### config.mk
export PLATFORM = sky130hd
export DESIGN_NAME = instruction_fetch_stage
export DESIGN_NICKNAME = d
export VERILOG_FILES = /design/src/rtl/instruction_fetch_stage.sv
export SDC_FILE = /design/constraint.sdc
export NUM_CORES = 1
export LEC_CHECK = 0
export CAP_MARGIN = 5
export CORE_MARGIN = 2
export CORE_UTILIZATION = 45
export CTS_BUF_LIST = sky130_fd_sc_hd__clkbuf_4 sky130_fd_sc_hd__clkbuf_8 sky130_fd_sc_hd__clkbuf_16
export DETAILED_ROUTE_END_ITERATION = 10
export PLACE_DENSITY = 0.83
export SYNTH_ARGS = -nofsm -noshare
export SYNTH_HDL_FRONTEND = slang
export SYNTH_SLANG_ARGS = --single-unit
### constraint.sdc
create_clock -name clk -period 4.68 [get_ports clk]
set_input_delay 0.936 -clock clk [delete_from_list [all_inputs] [get_ports clk]]
set_output_delay 0.936 -clock clk [all_outputs]
set_load 0.03 [all_outputs]
### src/rtl/instruction_fetch_stage.sv
// instruction_fetch_stage: PC sequencer issuing one-cycle-latency imem reads into a 2-entry FIFO,
// drained by valid/ready, with redirect flushing buffered and in-flight words.
module instruction_fetch_stage #(
  parameter logic [31:0] RESET_PC = 32'h0000_0000,
  parameter logic [31:0] PC_STEP  = 32'd4
) (
  input  logic        clk,
  input  logic        reset,
  output logic        imem_rd_en,
  output logic [31:0] imem_addr,
  input  logic [31:0] imem_rdata,
  input  logic        redirect_valid,
  input  logic [31:0] redirect_pc,
  output logic        out_valid,
  input  logic        out_ready,
  output logic [31:0] out_instr,
  output logic [31:0] out_pc,
  output logic [15:0] out_imm
);
  typedef enum logic {BOOT, FETCH} state_t;
  state_t      state_q, state_d;
  logic [31:0] pc_q, pc_d, ret_pc_q, ret_pc_d;
  logic [31:0] h_instr_q, h_instr_d, h_pc_q, h_pc_d;
  logic [31:0] t_instr_q, t_instr_d, t_pc_q, t_pc_d;
  logic [1:0]  count_q, count_d, slot;
  logic        inflight_q, inflight_d, kill_q, kill_d;
  logic        pop, push;
  logic [2:0]  occ;
  always_ff @(posedge clk) begin
    if (!reset) begin
      state_q    <= BOOT;
      pc_q       <= RESET_PC;
      ret_pc_q   <= '0;
      h_instr_q  <= '0;
      h_pc_q     <= '0;
      t_instr_q  <= '0;
      t_pc_q     <= '0;
      count_q    <= '0;
      inflight_q <= 1'b0;
      kill_q     <= 1'b0;
    end else begin
      state_q    <= state_d;
      pc_q       <= pc_d;
      ret_pc_q   <= ret_pc_d;
      h_instr_q  <= h_instr_d;
      h_pc_q     <= h_pc_d;
      t_instr_q  <= t_instr_d;
      t_pc_q     <= t_pc_d;
      count_q    <= count_d;
      inflight_q <= inflight_d;
      kill_q     <= kill_d;
    end
  end
  always_comb state_d = FETCH;
  // Occupancy counts the word returning this cycle, so every issue is guaranteed a slot.
  always_comb begin
    out_valid  = count_q != 2'd0;
    pop        = out_valid & out_ready;
    occ        = {1'b0, count_q} + {2'b0, inflight_q} - {2'b0, pop};
    imem_rd_en = (state_q == FETCH) && !redirect_valid && (occ < 3'd2);
    imem_addr  = pc_q;
    out_instr  = h_instr_q;
    out_pc     = h_pc_q;
    out_imm    = h_instr_q[15:0];
  end
  always_comb begin
    push       = inflight_q & ~kill_q;
    slot       = count_q - {1'b0, pop};
    pc_d       = redirect_valid ? (redirect_pc & 32'hFFFF_FFFC) : imem_rd_en ? pc_q + PC_STEP : pc_q;
    ret_pc_d   = imem_rd_en ? pc_q : ret_pc_q;
    inflight_d = imem_rd_en;
    kill_d     = redirect_valid & inflight_q;
    h_instr_d  = (push && slot == 2'd0) ? imem_rdata : pop ? t_instr_q : h_instr_q;
    h_pc_d     = (push && slot == 2'd0) ? ret_pc_q : pop ? t_pc_q : h_pc_q;
    t_instr_d  = (push && slot == 2'd1) ? imem_rdata : t_instr_q;
    t_pc_d     = (push && slot == 2'd1) ? ret_pc_q : t_pc_q;
    count_d    = redirect_valid ? 2'd0 : count_q - {1'b0, pop} + {1'b0, push};
  end
endmodule
Word level (Yosys, flattened, before mapping)
Index checks and enable logic that the tools add are counted.
W data, S select, Z words.
- bits in registers: 197
- bits of input ports: 68
- output and inout bits: 114
- word-level logic and storage cells: 40
- $add $sub $neg: 5
- $lt $le $gt $ge: 1
- eq/ne operators: 1
- multiplexer cells: 7
- bitwise gates (word level): 5
- reduce and logical (&&, ||, !) cells: 10
- operators by type and width (operator ; number):
    $mux W32 ; 6
    $add A32 B3 Y32 const B ; 1
    $reduce_bool A2 Y1 ; 3
    $logic_and A1 B1 Y1 ; 4
    $add A2 B1 Y3 ; 1
    $and A1 B1 Y1 ; 3
    $lt A3 B2 Y1 const B ; 1
    $sub A3 B1 Y3 ; 1
    $add A2 B1 Y2 ; 1
    $eq A2 B1 Y1 const B ; 1
    $logic_not A2 Y1 ; 1
    $not A1 Y1 ; 2
    $reduce_or A2 Y1 ; 1
    $sub A2 B1 Y2 ; 1
    $logic_not A1 Y1 ; 1
    $mux W1 ; 1

Depth between registers and ports, before layout
Gate-level depths: netlist of the first run.
- depth in word-level cells: 7
- mapped depth: 17
- mapped depth without buffers: 12

Worst setup path after synthesis of the first run
OpenSTA, ideal clock, no wires.
- path kind: register to output
- from: register count_q[1]
- to: output port imem_rd_en
- data arrival time: 3.409 ns
- data required time: 3.744 ns
- slack: 0.335 ns
- stages on the path, launching flop included: 16
- buffers on the path: 6
- cell sequence: dfxtp_1 -> or2_2 -> clkbuf_1 -> nand2_2 -> buf_2 -> inv_1 -> ha_1 -> nand2b_1 -> fa_1 -> xor2_1 -> or3_1 -> buf_6 -> clkinv_4 -> buf_8 -> buf_4 -> buf_2
- word-level cells in the longest chain between the ends: 5
- elaborated cells between the ends (all ways): 6
- classes of those cells: 2 x add/sub; 1 x order compare; 1 x bitwise; 2 x reduce/logical
- RTL lines (what ; RTL line ; source):
    start: declaration ; 25 ; logic [1:0] count_q, count_d, slot;
    start signal: assignment ; 49 ; count_q <= count_d;
    $reduce_bool A2 Y1 ; 57 ; out_valid = count_q != 2'd0;
    via out_valid ; 14 ; output logic out_valid,
    $and A1 B1 Y1 ; 58 ; pop = out_valid & out_ready;
    $sub A3 B1 Y3 ; 59 ; occ = {1'b0, count_q} + {2'b0, inflight_q} - {2'b0, pop};
    $lt A3 B2 Y1 ; 60 ; imem_rd_en = (state_q == FETCH) && !redirect_valid && (occ < 3'd2);
    $logic_and A1 B1 Y1 ; 60 ;
    end: declaration ; 9 ; output logic imem_rd_en,
The timed path passes the listed nets, and every way through them passes these cells.

Final worst setup path of the first run
- from: input port out_ready
- to: output port imem_rd_en
- word-level cells in the longest chain between the ends: 4
- RTL lines (what ; RTL line ; source):
    start: declaration ; 15 ; input logic out_ready,
    $and A1 B1 Y1 ; 58 ;
    $sub A3 B1 Y3 ; 59 ;
    $lt A3 B2 Y1 ; 60 ;
    $logic_and A1 B1 Y1 ; 60 ;
Every way passes these cells.

==> results of run 1 <==
## flip-flops by register name, indices dropped and copies added (netlist names)
signal	count
count_q	2
out_instr	32
out_pc	30
kill_q	1
imem_addr	30
ret_pc_q	30
inflight_q	1
t_pc_q	30
state_q	1
t_instr_q	32
## per-layer routing
layer	global-route usage (%)	vias up
met5	0	-
met4	7.50	0
met3	4.27	31
met2	33.7	244
met1	30.1	3333
li1	-	3517
## power by group through the flow
stage               clock (mW)  combinational (mW)  sequential [mW]
finish                    1.51               0.521             1.73
detailed placement           0               0.518             1.76
CTS                       1.53               0.521             1.73
floorplan                    0               0.217             1.84
global placement             0               0.511             1.76
global route              1.59               0.555             1.73
## through the flow
step                      utilization (%)  area (sq um)  hold slack (ps)  instances  power [mW]
after detailed placement             56.1          9740              446       1279        2.28
after global routing                 59.7         10400              467       1311        3.88
after CTS                            59.7         10400              455       1311        3.78
after global placement               56.1          9740              441       1279        2.27
final                                59.7         10400              452       1311        3.75
after floorplan                         -          8030              436        954        2.06
## final cells by class
| cell class | count | area, sq um |
|---|---|---|
| clock inverter | 10 | 138 |
| multi-input combinational | 662 | 3760 |
| tap | 225 | 282 |
| fill | 1458 | 6990 |
| clock buffer | 22 | 482 |
| timing repair buffer | 190 | 1860 |
| inverter | 13 | 56.3 |
| sequential | 189 | 3780 |
## critical path: stages
cell and delay, ps:
clkdlybuf4s50_1 500, nand2_4 50, inv_1 70, ha_1 220, nand2b_1 150, fa_1 370, xor2_1 170, or3_2 520
clkinv_4 150, buf_4 180
## cells by family (layout without fill, tap and decap cells)
family	after synthesis	count (layout)	share of synthesized area [%]
flops	189	189	47.2
compound gates	223	223	17.3
fa+ha+maj	5	5	0.874
simple gates	355	355	19.0
other cells	1	4	0.0468
mux	66	66	8.30
buf+inv	103	235	6.34
xor+xnor	9	9	0.983
## worst paths after layout
check,from,to
max,out_ready,imem_rd_en
min reg2reg,t_instr_q[15],t_instr_q[15]
min,t_instr_q[15],t_instr_q[15]
max reg2reg,count_q[1],imem_addr[25]
## Yosys cell counts (2+ instances only)
cell type  instances  area share [%]
buf_1              7            0.33
o211ai_1           2            0.19
o22ai_1            3            0.23
o31a_1             4            0.44
nand2_1          214              10
mux2i_1           62             7.7
or3_1              2            0.16
a32oi_1            2            0.22
inv_1             11            0.52
nand3_1           11            0.69
mux2_1             2            0.28
buf_4             22             2.1
a221oi_1           3            0.33
o21ai_0           15            0.94
buf_2             12            0.75
xor2_1             5            0.55
ha_1               4            0.62
clkbuf_1          47             2.2
a22o_1             3            0.33
o31ai_1            2            0.19
nor4_1             5            0.39
nor3b_1            2            0.19
a31oi_1            7            0.55
xnor2_1            4            0.44
nand3_2            2            0.25
nand4_1            6            0.47
nor2_1            72             3.4
a211oi_1          63             5.9
and2_1            10            0.78
nor2b_1            2            0.16
and3_1             5            0.39
dfxtp_1          189              47
nor3_1            10            0.62
mux2_2             2            0.28
and4_1             8            0.87
a21oi_1          109             6.8
## cells in the final DEF, fill, tap and decap left out, types with 3 or more instances in the layout
master           count
conb_1               4
clkinv_4             3
a211oi_1            63
ha_1                 4
a31oi_1              7
o21ai_0             15
a22o_1               3
clkinv_2             3
dfxtp_1            189
a21oi_1            109
and2_1              10
nor2_1              72
clkdlybuf4s50_1    174
and4_1               8
nand3_1             11
o31a_1               4
inv_1               11
a221oi_1             3
mux2i_1             62
clkbuf_8             3
xnor2_1              4
and3_1               5
nor4_1               5
buf_4               16
nand2_1            212
o22ai_1              3
nand4_1              6
bufinv_16            3
nor3_1              10
xor2_1               5
clkbuf_16           17
==> metrics.cfg, run 1 <==
[outcome]
run_status = finished clean

[synthesis]
ys_seq_elements = 189
synthArstFlopShare_pct = 0
syn_avg_cell_area_sq_um = 8.43
synth_ff_type = dfxtp_1
yosys_warnings = 0
ys_types = 58
synth_area_sq_um = 8020
yosysSeqAreaShare_pct = 47.2
synth_edf_count = 0
netlist_instances = 951

[sta]
grt_setup_unrepaired = no
skew_ps = 11.8
finalSetupTns_ps = 0
setup_ws_ps = 415
hold_viol_final = 0
slew_violations = 0
min_period_ps = 4260
slew_headroom_pct = 25.0
setup_viol = 0
max_freq_mhz = 234
worst_slew_pin_slew_ps = 1130
period_share_pct = 91.1

[routing]
first_iter_violations = 519
drc_errors = 0
first_pass_iters = 5
vias = 7125
wl_per_cell_um = 15.7
vias_per_cell = 5.43
top_layer_used = met4
wl_met3_um = 1410
wl_met2_um = 9370
drt_wl_total_um = 20500
ant_nets = 0
met1Wirelength_um = 9380

[floorplanning]
start_util_pct = 46.2
rows = 48
fp.dieH_um = 137
io_pins = 182
dieArea_sq_um = 18900
fp.dieW_um = 137
coreArea_sq_um = 17400

[clock_network]
cts_buffers = 17
clkTransAtPathRegs_ps = 60
clk_latency_ps = 430
postCtsHoldBufs = 0
post_cts_buffers = 0
cts_root_buf = clkbuf_16
cts.repair.resized = 0
clock_path_buffers = 2
cts_tree = done
clock-sinks = 189
cts_max_level = 4

[critical_path]
crit_required_ps = 3740
arrival_ps = 3330
cp-start-kind = input port
worst-setup-path-type = input port to output pin
rrSetupSlack_ps = 1130
timing.reg2reg.worst_path_depth = 12
critPathCaptureType = output pin
cp_max_fo = 17

[grt]
grt_max_degree = 83
grt_pass1_vias = 6525
gr-total-overflow = 0
grtUsageTotal_pct = 21.7
antenna_found_initial = 0
grt_first_pass_wirelength_um = 32600

[power_and_ir_drop]
powerDensity_nw_per_um2 = 362
seq_power_share_pct = 46.0
power.internal_mw = 2.78
switchingPower_mw = 0.971
clockPowerShare_pct = 40.1
swShare_pct = 25.9
pwr-share-comb_pct = 13.9
ir_drop_v = 0.000232
power.leakage_nw = 4.03

[placement]
gp_congestion = 0.850
dpl.hpwl_um = 13400
dpl_worst_slack_ps = 426
port_buffers = 175

[hold_path]
whs_path_depth = 2
hold_path.class = flip-flop to flip-flop

[flow_run]
maxCapViolCount = 0

[final_layout]
n_antenna_cell = 0
layout.nets = 1146
area_growth_pct = 29.3
drive_gt1_share_pct = 5.71

Power figures use the tool's default switching activity.
==> run 2: changes to the inputs <==
Clock period 4.68 ns to 5.2 ns, I/O delays scaled along.
==> run 2 against run 1 <==
Against the previous run:
- global-route usage barely moved
- critical path depth did not move
- setup slack improved by 160 ps
- largest cell class unchanged
- clock skew fell by 4.3 ps
- power fell by 13%
- via count fell by 0.18%
- die area did not move
==> metrics.cfg, run 2 (same netlist as run 1, synthesis figures left out) <==
[routing]
wl_per_cell_um = 15.8  ; +0.77%
ant_nets = 0  ; unchanged
drt_wl_total_um = 20600  ; +0.54%
drc_errors = 0  ; unchanged
first_pass_iters = 6  ; +1
vias = 7112  ; -0.18%
first_iter_violations = 564  ; +8.7%
vias_per_cell = 5.44  ; about the same

[final_layout]
postLayoutCoreUtil_pct = 59.5  ; -0.24 points
n_antenna_cell = 0  ; unchanged
area_growth_pct = 28.8
final_common_cell = nand2_1
layout.nets = 1143  ; -0.26%
drive_gt1_share_pct = 5.45  ; -0.26 points
final_cell_mix = nand2_1, dfxtp_1, clkdlybuf4s50_1

[critical_path]
arrival_ps = 3580  ; +250 ps
crit_end = imem_rd_en
crit_required_ps = 4160  ; +420 ps
cp_max_fo = 12  ; -5
critPathCaptureType = output pin
r2r-end = imem_addr[24]
startpoint = out_ready
r2r-start = count_q[1]
worst-setup-path-type = input port to output pin
rrSetupSlack_ps = 1320  ; +190 ps
timing.reg2reg.worst_path_depth = 13  ; +1
cp-start-kind = input port

[sta]
grt_setup_unrepaired = no
max_freq_mhz = 216
period_share_pct = 88.9
finalSetupTns_ps = 0  ; unchanged
setup_viol = 0  ; unchanged
worst_slew_pin_slew_ps = 1150  ; +26.3 ps
slew_headroom_pct = 23.2  ; -1.8 points
skew_ps = 7.51  ; -4.30 ps
hold_viol_final = 0  ; unchanged
slew_violations = 0  ; unchanged
min_period_ps = 4620

[power_and_ir_drop]
power_mw = 3.28  ; -13%
ir_drop_v = 0.000271  ; +17%
power.leakage_nw = 4.00  ; -0.60%
powerDensity_nw_per_um2 = 318  ; -12%

[hold_path]
hold_path.class = flip-flop to flip-flop
hp-start = t_pc_q[29]

[placement]
gp_congestion = 0.849  ; -0.16%
dpl.hpwl_um = 13400  ; -0.22%
port_buffers = 175  ; unchanged

[grt]
grt_first_pass_wirelength_um = 32900  ; +0.87%
gr-total-overflow = 0  ; unchanged
grtUsageTotal_pct = 21.8  ; +0.041 points
antenna_found_initial = 0  ; unchanged
grt_max_degree = 91  ; +9.6%
grt_pass1_vias = 6530  ; +0.077%

[clock_network]
clock_path_buffers = 2  ; unchanged
cts.repair.resized = 0  ; unchanged
cts_root_buf = clkbuf_16
clock-sinks = 189  ; unchanged
cts_tree = done
postCtsHoldBufs = 0  ; unchanged
clk_latency_ps = 430  ; about the same
cts_buffers = 17  ; unchanged
cts_max_level = 4  ; unchanged
clkTransAtPathRegs_ps = 60  ; about the same
post_cts_buffers = 0  ; unchanged

[flow_run]
maxCapViolCount = 0  ; unchanged

[outcome]
run_status = finished clean

[floorplanning]
rows = 48  ; unchanged
fp.dieW_um = 137  ; unchanged
start_util_pct = 46.2  ; unchanged
coreArea_sq_um = 17400  ; unchanged
io_pins = 182  ; unchanged
dieArea_sq_um = 18900  ; unchanged
fp.dieH_um = 137  ; unchanged

## run 2: final cells by class
type	instances	area [sq um]
clock buffers	22	488
clock inverters	10	87.6
fillers	1467	7040
inverters	13	56.3
multi-input cells	662	3760
flip-flops and latches	189	3780
well taps	225	282
repair buffers	187	1860
## run 2: worst min path at each step
| stage | slack, ps | to | cells after the start |
|---|---|---|---|
| final | 450 | t_pc_q[29] | 2 |
| after CTS | 460 | t_pc_q[6] | 2 |
| after global placement | 440 | t_pc_q[28] | 2 |
| after global routing | 470 | t_instr_q[29] | 2 |
| after floorplan | 440 | t_instr_q[0] | 2 |
| after detailed placement | 450 | t_pc_q[14] | 2 |
## run 2: critical path, cell delays in order
cell and delay [ps]:
clkdlybuf4s50_1 510, nand2_4 50, inv_1 70, ha_1 220, nand2b_1 160, fa_1 390
xor2_1 170, or3_2 640, clkinv_4 150, buf_4 170
## run 2: layer usage
layer | up-vias | global-route usage [%] | part of all wire, %
li1 | 3509 | - | -
met3 | 27 | 4.93 | 6.8
met4 | 0 | 6.99 | 1.9
met5 | - | 0 | 0
met2 | 251 | 33.9 | 45
met1 | 3325 | 29.9 | 46
## run 2: through the flow
step / hold WS [ps] / setup WS [ps] / cell area, sq um / cells
finish: 454 / 577 / 10300 / 1308
global route: 474 / 493 / 10300 / 1308
CTS: 455 / 578 / 10300 / 1308
detailed placement: 446 / 526 / 9750 / 1276
global placement: 441 / 609 / 9750 / 1276
floorplan: 436 / 654 / 8030 / 954
## run 2: power by group
group | leakage, nW | total (mW) | internal [mW] | switching, mW
registers | 1.54 | 1.55 | 1.50 | 0.0521
clock network | 0.285 | 1.26 | 0.714 | 0.545
logic | 2.18 | 0.469 | 0.198 | 0.271
total | 4.00 | 3.28 | 2.41 | 0.868
